$ cat src/rtl/mat_addsub_path.sv
// Element-wise matrix add/sub/sat engine: LANES elements per beat over ELEMS/LANES beats.
// Latency BEATS+1 cycles from start to done; start is ignored while running (no backpressure).
module mat_addsub_path #(
  parameter int ELEM_W = 4,
  parameter int ELEMS  = 16,
  parameter int LANES  = 8,
  parameter int SLOT_W = 10
) (
  input  logic                      clk,
  input  logic                      rst_n,
  input  logic                      start,
  input  logic [1:0]                mode,
  input  logic [ELEMS*ELEM_W-1:0]   mat_A,
  input  logic [ELEMS*ELEM_W-1:0]   mat_B,
  output logic                      busy,
  output logic                      done,
  output logic                      out_valid,
  output logic [ELEMS*SLOT_W-1:0]   mat_out
);

  localparam int BEATS = ELEMS / LANES;
  localparam int BW    = (BEATS > 1) ? $clog2(BEATS) : 1;

  generate
    if (ELEMS % LANES != 0) begin : g_chk_lanes
      $error("mat_addsub_path: LANES must divide ELEMS");
    end
    if (SLOT_W < ELEM_W + 1) begin : g_chk_slot
      $error("mat_addsub_path: SLOT_W must be at least ELEM_W+1");
    end
  endgenerate

  typedef enum logic [1:0] {IDLE, RUN, DONE} state_t;

  state_t                    state_q, state_d;
  logic [BW-1:0]             beat_q, beat_d;
  logic [ELEMS*ELEM_W-1:0]   a_q, a_d, b_q, b_d;
  logic [1:0]                mode_q, mode_d;
  logic [ELEMS*SLOT_W-1:0]   out_q, out_d;
  logic                      busy_q, busy_d, done_q, done_d, valid_q, valid_d;

  function automatic logic [SLOT_W-1:0] elem_op(input logic [ELEM_W-1:0] a,
                                                input logic [ELEM_W-1:0] b,
                                                input logic [1:0]        m);
    logic [ELEM_W:0]   sum;
    logic [ELEM_W:0]   diff;
    logic [SLOT_W-1:0] r;
    sum  = {1'b0, a} + {1'b0, b};
    diff = {1'b0, a} - {1'b0, b};
    r    = '0;
    case (m)
      2'b00: r[ELEM_W:0] = sum;
      2'b01: begin
        // Sign-extend the (ELEM_W+1)-bit difference across the whole slot
        r          = {SLOT_W{diff[ELEM_W]}};
        r[ELEM_W:0] = diff;
      end
      2'b10:   r[ELEM_W-1:0] = sum[ELEM_W] ? {ELEM_W{1'b1}} : sum[ELEM_W-1:0];
      default: r[ELEM_W-1:0] = diff[ELEM_W] ? '0 : diff[ELEM_W-1:0];
    endcase
    return r;
  endfunction

  always_comb begin
    int idx;
    idx     = 0;
    state_d = state_q;
    beat_d  = beat_q;
    a_d     = a_q;
    b_d     = b_q;
    mode_d  = mode_q;
    out_d   = out_q;
    done_d  = 1'b0;
    valid_d = valid_q;
    case (state_q)
      RUN: begin
        for (int j = 0; j < LANES; j++) begin
          idx = int'(beat_q) * LANES + j;
          out_d[(ELEMS-1-idx)*SLOT_W +: SLOT_W] =
            elem_op(a_q[(ELEMS-1-idx)*ELEM_W +: ELEM_W],
                    b_q[(ELEMS-1-idx)*ELEM_W +: ELEM_W], mode_q);
        end
        if (beat_q == BW'(BEATS - 1)) begin
          state_d = DONE;
          beat_d  = '0;
          done_d  = 1'b1;
          valid_d = 1'b1;
        end else begin
          beat_d = beat_q + BW'(1);
        end
      end
      default: begin
        if (start) begin
          state_d = RUN;
          beat_d  = '0;
          a_d     = mat_A;
          b_d     = mat_B;
          mode_d  = mode;
          out_d   = '0;
          valid_d = 1'b0;
        end
      end
    endcase
    busy_d = (state_d == RUN);
  end

  always_ff @(posedge clk or negedge rst_n) begin
    if (!rst_n) begin
      state_q <= IDLE;
      beat_q  <= '0;
      a_q     <= '0;
      b_q     <= '0;
      mode_q  <= '0;
      out_q   <= '0;
      busy_q  <= 1'b0;
      done_q  <= 1'b0;
      valid_q <= 1'b0;
    end else begin
      state_q <= state_d;
      beat_q  <= beat_d;
      a_q     <= a_d;
      b_q     <= b_d;
      mode_q  <= mode_d;
      out_q   <= out_d;
      busy_q  <= busy_d;
      done_q  <= done_d;
      valid_q <= valid_d;
    end
  end

  assign busy      = busy_q;
  assign done      = done_q;
  assign out_valid = valid_q;
  assign mat_out   = out_q;

endmodule

$ cat config.mk
export PLATFORM = sky130hd
export DESIGN_NAME = mat_addsub_path
export DESIGN_NICKNAME = d
export VERILOG_FILES = /design/src/rtl/mat_addsub_path.sv
export SDC_FILE = /design/constraint.sdc
export NUM_CORES = 1
export LEC_CHECK = 0
export BUFFER_PORTS_ARGS = -buffer_cell sky130_fd_sc_hd__buf_2
export CORE_MARGIN = 2
export CORE_UTILIZATION = 50
export CTS_CLUSTER_SIZE = 16
export DETAILED_ROUTE_END_ITERATION = 8
export PLACE_DENSITY = 0.85
export SKIP_CTS_REPAIR_TIMING = 1
export SYNTH_ARGS = -nofsm -noshare
export SYNTH_HDL_FRONTEND = slang
export SYNTH_SLANG_ARGS = --single-unit
$ cat constraint.sdc
create_clock -name clk -period 4 [get_ports clk]
set_input_delay 0.2 -clock clk [delete_from_list [all_inputs] [get_ports clk]]
set_output_delay 0.2 -clock clk [all_outputs]
set_load 0.03 [all_outputs]
# Word-level counts from Yosys, hierarchy flattened
# Index checks and enable logic that the tools add are counted.
# word_totals
mem_bits_ro,0
ram_bits,0
inputBits,133
word_cells,183
latchBits,0
ff_bits,296
mem_count,0
# op_classes
n_reduce_logical,4
n_mux,84
n_mul,8
magnitude_cmp,0
n_eq_ne,5
add_sub_neg,40
div,0
bitwise,1
shifts,32
# ops
op,n
160-bit bitwise mux,8
"10-bit by 33-bit variable shift with 160-bit output, first input constant",8
10-bit by 33-bit indexed part select with 160-bit output,8
64-bit by 8-bit indexed part select with 4-bit output,14
160-bit 2-to-1 mux,2
11-bit negator with 33-bit output,7
64-bit by 7-bit indexed part select with 4-bit output,2
4-bit 2-to-1 mux,24
4-bit case mux with 3 select lines,8
5-bit 2-to-1 mux,16
"6-bit by 4-bit multiplier with 10-bit output, second input constant",7
"4-bit by 5-bit subtractor with 6-bit output, first input constant",7
4-bit by 4-bit adder with 5-bit output,8
4-bit by 4-bit subtractor with 5-bit output,8
10-bit negator with 33-bit output,1
"4-bit by 3-bit adder with 5-bit output, second input constant",4
1-bit case mux with 2 select lines,8
1-bit 2-to-1 mux,15
"4-bit by 2-bit adder with 5-bit output, second input constant",2
"5-bit by 4-bit multiplier with 9-bit output, second input constant",1
"2-bit by 1-bit equality test with 1-bit output, second input constant",3
2-bit 2-to-1 mux,3
"4-bit by 1-bit adder with 5-bit output, second input constant",1
"4-bit by 4-bit subtractor with 5-bit output, first input constant",1
other kinds (7),8

# Logic depth before layout (Yosys ltp)
# Gate-level depths: netlist (run 1).
# depth
depth_word,16
ltp_mapped,13
ltp_nobuf,10

# Worst setup path before layout (run 1)
# Ideal clock, no wire load.
# synth_timing
path_type,register to register
start,register beat_q
end,"register out_q[153], in the netlist mat_out[153]"
slack_ps,1142
setup_ps,122
arrival_ps,2736
required_ps,3878
synth_period_minus_slack_ps,2858
path_stages_with_launch,13
path_cell_list,dfrtp_1 > buf_2 > buf_2 > buf_2 > mux2i_1 > inv_1 > ha_1 > fa_1 > nor2b_1 > o211a_1 > o32ai_1 > o21bai_1 > a32o_1
# synth_via
elab_chain_cells,16
# synth_lines
element,line,rtl
from (decl),36,"logic [BW-1:0] beat_q, beat_d;"
from (signal assigned),120,beat_q <= beat_d;
"parallel branches: the longest is 14 deep, another holds 11-bit negator with 33-bit output",n/a,
160-bit bitwise mux (*),79,out_d[(ELEMS-1-idx)*SLOT_W +: SLOT_W] =
160-bit 2-to-1 mux (*),75,case (state_q)
to (signal assigned),124,out_q <= out_d;
to (decl),39,"logic [ELEMS*SLOT_W-1:0] out_q, out_d;"
# Mark *: on every way between the ends. The select of a mux whose other input is x is not followed.
# A chain may end at the register's enable or synchronous reset.

# Final worst setup path (run 1)
# layout_timing
start,register beat_q
end,"register out_q[42], in the netlist mat_out[42]"
# The elaborated chain is that of the path after synthesis.

==> results of run 1 <==
-- cells in the mapped netlist, types with 7 or more instances --
| cell | instances |
|---|---|
| a21o_1 | 12 |
| a21oi_1 | 38 |
| a22o_1 | 56 |
| a31oi_1 | 7 |
| a32o_1 | 16 |
| buf_2 | 30 |
| buf_4 | 80 |
| clkbuf_1 | 23 |
| dfrtp_1 | 232 |
| fa_1 | 16 |
| ha_1 | 64 |
| inv_1 | 66 |
| mux2_2 | 30 |
| mux2i_1 | 35 |
| nand2_1 | 431 |
| nand2b_1 | 9 |
| nand3_1 | 7 |
| nor2_1 | 25 |
| nor2b_1 | 16 |
| nor3_1 | 11 |
| nor3b_1 | 7 |
| o211ai_1 | 7 |
| o21a_1 | 8 |
| o21ai_0 | 43 |
| o21ai_1 | 7 |
| xnor2_1 | 8 |
-- through the flow --
step | cells | instance area (sq um) | setup WS, ns | hold WS, ns | utilization
floorplan | 1381 | 12900 | 1.14 | -0.0956 | -
global placement | 1881 | 14100 | 0.797 | 0.218 | 0.557
detailed placement | 1881 | 14100 | 0.704 | 0.227 | 0.557
CTS | 1925 | 14900 | 0.690 | -0.320 | 0.589
global route | 2058 | 16200 | 0.380 | 0.299 | 0.641
finish | 2058 | 16200 | 0.649 | 0.231 | 0.641
-- per-layer routing --
layer | GRT usage | vias up
met3 | 0.0339 | 92
met4 | 0.0672 | 0
met2 | 0.378 | 624
li1 | - | 5233
met1 | 0.404 | 5561
met5 | 0 | -
-- final timing paths --
kind                                     startpoint                  endpoint  depth (start not counted)  slack, ns
worst max-delay path             beat_q$_DFFE_PN0P_   mat_out[42]$_DFFE_PN0P_                         10       0.65
worst max register to register   beat_q$_DFFE_PN0P_   mat_out[42]$_DFFE_PN0P_                         10       0.65
worst min register to register  a_q[49]$_DFFE_PN0P_       a_q[49]$_DFFE_PN0P_                          2       0.47
max in group asynchronous                     rst_n  mat_out[151]$_DFFE_PN0P_                          3       2.70
min in group clk                          mat_B[45]       b_q[45]$_DFFE_PN0P_                          4       0.41
worst min-delay path                          rst_n       b_q[56]$_DFFE_PN0P_                          2       0.23
-- registers in the layout, summed over array words and instances (netlist names) --
name and flops:
mat_out 96, a_q 64, b_q 64, mode_q 2, state_q 2, beat_q 1
busy 1, done 1, out_valid 1
-- kinds of logic after synthesis --
family | count (synthesis) | synth area share
fa+ha+maj | 80 | 0.0866
xor+xnor | 11 | 0.00744
mux | 65 | 0.0532
flops | 232 | 0.449
compound gates | 252 | 0.143
buf+inv | 207 | 0.0880
simple gates | 534 | 0.173
-- cell type report --
class / count / area share
Sequential cell: 232 / 0.358
Clock buffer: 32 / 0.0438
Clock inverter: 12 / 0.00632
Antenna cell: 1 / 0.000154
Timing Repair Buffer: 442 / 0.181
Inverter: 67 / 0.0155
Multi-Input combinational cell: 942 / 0.370
Tap cell: 330 / 0.0254
==> impl_metrics.env, run 1 <==
export IMPL_status="complete, no violations"
export IMPL_cpMostUsedCell="o21ai_0"
export IMPL_cts_max_level=1
export IMPL_fill_cells=1960
export IMPL_rows=58
export IMPL_critical_path_buf_inv_count=2
export IMPL_vias=11510
export IMPL_hold_class="in2async"
export IMPL_wl_met1_um=17400
export IMPL_drv_cap=0
export IMPL_synth_top_area_cell="dfrtp_1"
export IMPL_insertion_delay_ns=0.52
export IMPL_syn_inst=1381
export IMPL_drc=0
export IMPL_io_pins=296
export IMPL_overflow=0
export IMPL_path_delay_family="compound AO/OA/AOI/OAI gates"
export IMPL_yosysWarnings=0
export IMPL_fin_crit_ns=3.35
export IMPL_ant_nets=0
export IMPL_post_synth_top_area_fraction=0.449
export IMPL_cts_max_path_buffers=3
export IMPL_synth_edf_count=0
export IMPL_grt_max_degree=86
export IMPL_place_hpwl_um=25700
export IMPL_io_buffer_count=295
export IMPL_path_max_fanout=29
export IMPL_antenna_found_initial=1
export IMPL_cts_tree="built"
export IMPL_highest_layer="met4"
export IMPL_drt_initial_drc_count=1116
export IMPL_synth_main_ff_cell="dfrtp_1"
export IMPL_syn_num_nets=1594
export IMPL_grt_pass1_vias=9967
export IMPL_async_flop_share=1.00
export IMPL_multi_input_area_sq_um=6010
export IMPL_tns_ns=0
export IMPL_seq_area_frac_synth=0.449
export IMPL_wl_met3_um=2970
export IMPL_tightestPinTransition_ns=1.17
export IMPL_grt_usage=0.259
export IMPL_synth_area_sq_um=12900
export IMPL_gp_congestion=0.880
export IMPL_clock_fmax_mhz=298
export IMPL_worst_ep_arrival_time_ns=3.73
export IMPL_clock_sinks=232
export IMPL_cpMaxStageDelayCell="dfrtp_4"
export IMPL_final_nets=1923
export IMPL_seqCellArea_sq_um=5810
export IMPL_drt_wirelength_per_cell_um=19.3
export IMPL_dr_pass1_iters=5
export IMPL_slew_viol_final=0
export IMPL_wl_um=39800
export IMPL_critPathCaptureType="register"
export IMPL_critPathKind="reg2reg"
export IMPL_slowest_delay_ns=0.66
export IMPL_grt_pass1_wl_um=55100
export IMPL_synth_cell_type_count=69
export IMPL_finalClockSkew_ns=0.00876
export IMPL_synth_seq_cells=232
export IMPL_vias_per_cell=5.59
export IMPL_chipWidth_um=165
export IMPL_avgSynthCellArea_sq_um=9.37
export IMPL_path_clk_slew_ns=0.06
export IMPL_core_sq_um=25300
export IMPL_max_slew_margin=0.218
export IMPL_root_buffer="clkbuf_16"
export IMPL_path_cells="buf_12 -> mux2i_1 -> ha_1 -> inv_1 -> fa_1 -> a21o_1 -> a21oi_2 -> a21oi_1 -> o21ai_0 -> o21ai_0"
export IMPL_final_common_cell="nand2_1"
export IMPL_die_area_sq_um=27200
export IMPL_die_h_um=165
export IMPL_cts_buffers=25
export IMPL_rsz0062_at_grt="no"
export IMPL_initial_core_util=0.511
export IMPL_layout_drive_gt1_share=0.239
export IMPL_area_growth_pct=25.5
export IMPL_synth_area_top_cells="dfrtp_1 45%, nand2_1 12%, ha_1 6.2%, buf_4 4.6%, a22o_1 3.8%"
export IMPL_final_cell_mix="430 x nand2_1, 294 x buf_2, 231 x dfrtp_1"
export IMPL_startpoint_type="register"
export IMPL_finalSetupViolations=0
export IMPL_post_route_period_util=0.838
export IMPL_required_ns=4.38
export IMPL_hold_viol=0
export IMPL_wl_met2_um=18300
Power of run 1 is left out: the tool's default activity adds up to more than one toggle a clock period on the data nets, which glitch-free logic cannot reach.
==> inputs of run 2 (changes only) <==
- clock period: 4 -> 3.4 ns (I/O delays scaled with it)
==> run 2 against run 1 <==
  * Via count increased by 1.7%
  * Register-to-register slack got worse by 0.45 ns
  * Critical path depth decreased by 1
==> impl_metrics.env, run 2 (synthesized netlist as in run 1, its figures left out) <==
export IMPL_drv_cap=0
export IMPL_rsz0062_at_grt="no"
export IMPL_drc=0
export IMPL_ant_nets=0
export IMPL_cts_tree="built"
export IMPL_worst_ep_arrival_time_ns=3.63
export IMPL_rr_startpoint="beat_q$_DFFE_PN0P_"
export IMPL_cpMaxStageDelayCell="dfrtp_4"
export IMPL_r2r_end="mat_out[72]$_DFFE_PN0P_"
export IMPL_design_area_sq_um=16400
export IMPL_root_buffer="clkbuf_16"
export IMPL_crit_end="mat_out[72]$_DFFE_PN0P_"
export IMPL_critPathCaptureType="register"
export IMPL_grt_pass1_wl_um=54700
export IMPL_required_ns=3.82
export IMPL_grt_max_degree=99
export IMPL_slowest_delay_ns=0.59
export IMPL_hold_viol=0
export IMPL_vias=11700
export IMPL_grt_usage=0.259
export IMPL_drt_wirelength_per_cell_um=19.9
export IMPL_tns_ns=0
export IMPL_grt_pass1_vias=9985
export IMPL_rows=58
export IMPL_startpoint_type="register"
export IMPL_die_h_um=165
export IMPL_antenna_found_initial=0
export IMPL_wl_um=41000
export IMPL_layout_drive_gt1_share=0.237
export IMPL_status="complete, no violations"
export IMPL_critPathKind="reg2reg"
export IMPL_dr_pass1_iters=5
export IMPL_finalClockSkew_ns=0.0125
export IMPL_setup_slack_ns=0.195
export IMPL_overflow=0
export IMPL_cpMostUsedCell="o21ai_0"
export IMPL_gp_congestion=0.900
export IMPL_critical_path_depth=9
export IMPL_hold_class="in2async"
export IMPL_dp_worst_setup_slack_ns=0.315
export IMPL_slew_viol_final=0
export IMPL_io_buffer_count=295
export IMPL_io_pins=296
export IMPL_die_area_sq_um=27200
export IMPL_path_max_fanout=30
export IMPL_final_cell_mix="430 x nand2_1, 294 x buf_2, 231 x dfrtp_1"
export IMPL_path_clk_slew_ns=0.06
export IMPL_critical_path_buf_inv_count=2
export IMPL_finalSetupViolations=0
export IMPL_area_growth_pct=26.5
export IMPL_drt_initial_drc_count=1318
export IMPL_cts_buffers=26
export IMPL_path_delay_family="compound AO/OA/AOI/OAI gates"
export IMPL_place_hpwl_um=25800
export IMPL_core_sq_um=25300
export IMPL_largest_register_ffs=96
export IMPL_tightestPinTransition_ns=1.23
export IMPL_chipWidth_um=165
export IMPL_placed_area_sq_um=14100
export IMPL_cts_max_path_buffers=3
export IMPL_vias_per_cell=5.69
export IMPL_cts_max_level=1
export IMPL_max_slew_margin=0.175
export IMPL_r2r_worst_path_cells=9
export IMPL_clock_sinks=232
export IMPL_fin_crit_ns=3.21
export IMPL_final_common_cell="nand2_1"
export IMPL_crit_path_start="beat_q$_DFFE_PN0P_"
export IMPL_insertion_delay_ns=0.53
export IMPL_post_route_period_util=0.943
export IMPL_clock_fmax_mhz=312
export IMPL_path_cells="buf_12 -> mux2i_1 -> inv_1 -> fa_1 -> nor2b_1 -> o21ai_0 -> nor3b_1 -> o21ai_0 -> a32o_1"
export IMPL_ff2ff_setup_slack_ns=0.19
export IMPL_final_nets=1921
export IMPL_initial_core_util=0.511
## run 2: how the worst min path moves through the flow
stage                from  slack (ns)             endpoint  cells past startpoint
CTS                 rst_n       -0.31  b_q[58]$_DFFE_PN0P_                      1
detailed placement  rst_n        0.25  b_q[58]$_DFFE_PN0P_                      1
global route        rst_n        0.31  b_q[58]$_DFFE_PN0P_                      2
finish              rst_n        0.24  b_q[58]$_DFFE_PN0P_                      2
floorplan           rst_n       -0.13   a_q[0]$_DFFE_PN0P_                      0
global placement    rst_n        0.23  b_q[58]$_DFFE_PN0P_                      1
## run 2: per-layer routing
layer,share of wire,GRT usage
met1,0.43,0.391
met4,0.035,0.0617
met3,0.082,0.0394
met2,0.46,0.393
met5,0,0
## run 2: stage by stage
| stage | utilization | hold WS [ns] | cells |
|---|---|---|---|
| 4_1_cts | 0.594 | -0.309 | 1925 |
| 6_report | 0.647 | 0.239 | 2058 |
| 3_5_place_dp | 0.558 | 0.249 | 1878 |
| 3_3_place_gp | 0.558 | 0.231 | 1878 |
| 5_1_grt | 0.646 | 0.306 | 2057 |
| 2_1_floorplan | - | -0.126 | 1381 |
## run 2: area by class of cell
cell class                      count  area (sq um)
Inverter                           67           251
Tap cell                          330           413
Multi-Input combinational cell    942          6010
Clock inverter                     10           156
Timing Repair Buffer              439          2960
Clock buffer                       37           773
Antenna cell                        1          2.50
Fill cell                        1927          8950
Sequential cell                   232          5810
## run 2: worst register-to-register path: stages, from the launching register on
cell and delay [ns]:
dfrtp_4 0.59, buf_12 0.28, mux2i_1 0.52, inv_1 0.17
fa_1 0.43, nor2b_1 0.17, o21ai_0 0.15, nor3b_1 0.34
o21ai_0 0.17, a32o_1 0.29
Power of run 2 is left out for the same reason.
==> inputs of run 3 (changes only) <==
--- a/config.mk
+++ b/config.mk
@@ -9,4 +9,5 @@
 export CORE_MARGIN = 2
 export CORE_UTILIZATION = 50
+export CTS_BUF_LIST = sky130_fd_sc_hd__clkbuf_4 sky130_fd_sc_hd__clkbuf_8
 export CTS_CLUSTER_SIZE = 16
 export DETAILED_ROUTE_END_ITERATION = 8
==> constraint.sdc (replaced) <==
create_clock -name clk -period 3.4 [get_ports clk]
set_input_delay 0.17 -clock clk [delete_from_list [all_inputs] [get_ports clk]]
set_output_delay 0.17 -clock clk [all_outputs]
set_load 0.01 [all_outputs]
==> run 3 against run 2 <==
  * Clock skew is 0.0079 ns higher
  * Flip-flop and latch count stayed put
  * Cell area is 0.66% lower
  * Non-clock buffer count stayed put
  * Cell count is 1.1% higher
  * Highest routed layer unchanged
  * Routed wire length is 0.36% lower
  * Sequential share of layout area is 0.24 points higher
==> impl_metrics.env, run 3 (synthesized netlist as in run 1, its figures left out) <==
export IMPL_status="complete, no violations"
export IMPL_cts_max_path_buffers=3
export IMPL_peakVddDrop_v=0.000559
export IMPL_path_cells="buf_12 -> mux2i_1 -> inv_1 -> fa_1 -> nor2b_1 -> o21ai_0 -> nor3b_1 -> o21ai_0 -> a32o_1"
export IMPL_gp_congestion=0.900
export IMPL_crit_path_start="beat_q$_DFFE_PN0P_"
export IMPL_initial_core_util=0.511
export IMPL_slew_viol_final=0
export IMPL_grt_pass1_wl_um=54400
export IMPL_core_sq_um=25300
export IMPL_tns_ns=0
export IMPL_root_buffer="clkbuf_8"
export IMPL_post_route_period_util=0.934
export IMPL_cts_max_level=2
export IMPL_ant_nets=0
export IMPL_cts_tree="built"
export IMPL_drv_cap=0
export IMPL_tightestPinTransition_ns=1.22
export IMPL_fin_util=0.642
export IMPL_insertion_delay_ns=0.54
export IMPL_drt_wirelength_per_cell_um=19.6
export IMPL_place_hpwl_um=25800
export IMPL_cts_buffers=39
export IMPL_powerDensity_nw_per_um2=1190
export IMPL_finalSetupViolations=0
export IMPL_final_nets=1934
export IMPL_wl_um=40800
export IMPL_clock_fmax_mhz=315
export IMPL_path_delay_family="compound AO/OA/AOI/OAI gates"
export IMPL_rsz0062_at_grt="no"
export IMPL_grt_pass1_vias=9944
export IMPL_io_buffer_count=295
export IMPL_path_max_fanout=30
export IMPL_chipWidth_um=165
export IMPL_grt_usage=0.258
export IMPL_final_common_cell="nand2_1"
export IMPL_rows=58
export IMPL_slowest_delay_ns=0.59
export IMPL_critical_path_buf_inv_count=2
export IMPL_required_ns=3.82
export IMPL_area_growth_pct=25.7
export IMPL_path_clk_slew_ns=0.06
export IMPL_critPathCaptureType="register"
export IMPL_overflow=0
export IMPL_die_area_sq_um=27200
export IMPL_vias_per_cell=5.58
export IMPL_layout_drive_gt1_share=0.249
export IMPL_grt_max_degree=99
export IMPL_final_cell_mix="430 x nand2_1, 294 x buf_2, 231 x dfrtp_1"
export IMPL_finalClockSkew_ns=0.0204
export IMPL_antenna_found_initial=1
export IMPL_critPathKind="reg2reg"
export IMPL_fin_crit_ns=3.18
export IMPL_clock_sinks=232
export IMPL_cpMostUsedCell="o21ai_0"
export IMPL_startpoint_type="register"
export IMPL_io_pins=296
export IMPL_die_h_um=165
export IMPL_max_slew_margin=0.183
export IMPL_cellLeakagePower_nw=8.73
export IMPL_drt_initial_drc_count=1292
export IMPL_hold_viol=0
export IMPL_ff2ff_setup_slack_ns=0.22
export IMPL_dr_pass1_iters=6
export IMPL_rr_startpoint="beat_q$_DFFE_PN0P_"
export IMPL_hold_class="in2async"
export IMPL_worst_ep_arrival_time_ns=3.59
export IMPL_vias=11615
export IMPL_drc=0
export IMPL_largest_register_ffs=96
export IMPL_cpMaxStageDelayCell="dfrtp_4"
export IMPL_power_total_mw=19.4
[run 3: through the flow]
stage / cells / area, sq um / setup slack, ns / hold WS, ns
floorplan: 1381 / 12900 / 0.542 / -0.126
global placement: 1878 / 14100 / 0.361 / 0.231
detailed placement: 1878 / 14100 / 0.315 / 0.249
CTS: 1947 / 14900 / 0.309 / -0.313
global route: 2080 / 16300 / 0.0711 / 0.325
finish: 2080 / 16300 / 0.224 / 0.249
[run 3: final timing paths]
| path | endpoint | depth (start not counted) |
|---|---|---|
| setup / recovery | mat_out[72]$_DFFE_PN0P_ | 9 |
| hold / removal | b_q[58]$_DFFE_PN0P_ | 2 |
| setup reg to reg | mat_out[72]$_DFFE_PN0P_ | 9 |
| hold reg to reg | a_q[5]$_DFFE_PN0P_ | 2 |
| max in group asynchronous | mat_out[124]$_DFFE_PN0P_ | 3 |
| min in group clk | a_q[40]$_DFFE_PN0P_ | 4 |
[run 3: power breakdown]
group          internal, mW  switching (mW)  leakage [nW]
sequential             4.00           0.819          2.94
combinational          4.69            7.25          5.34
clock                  1.46            1.17         0.445
total                  10.1            9.24          8.73
[run 3: routing by layer]
| metal | track usage | up-vias | part of all wire |
|---|---|---|---|
| li1 | - | 5249 | - |
| met1 | 0.390 | 5564 | 0.43 |
| met2 | 0.385 | 685 | 0.45 |
| met3 | 0.0445 | 117 | 0.083 |
| met4 | 0.0656 | 0 | 0.034 |
| met5 | 0 | - | 0 |
[run 3: cell type report]
class / instances / area [sq um]
fillers: 1917 / 9060
multi-input cells: 942 / 6010
flip-flops and latches: 232 / 5810
repair buffers: 439 / 2960
clock buffers: 61 / 777
well taps: 330 / 413
inverters: 67 / 251
clock inverters: 8 / 43.8
diodes: 1 / 2.50
Note: power is estimated with default switching activity, not from simulation.
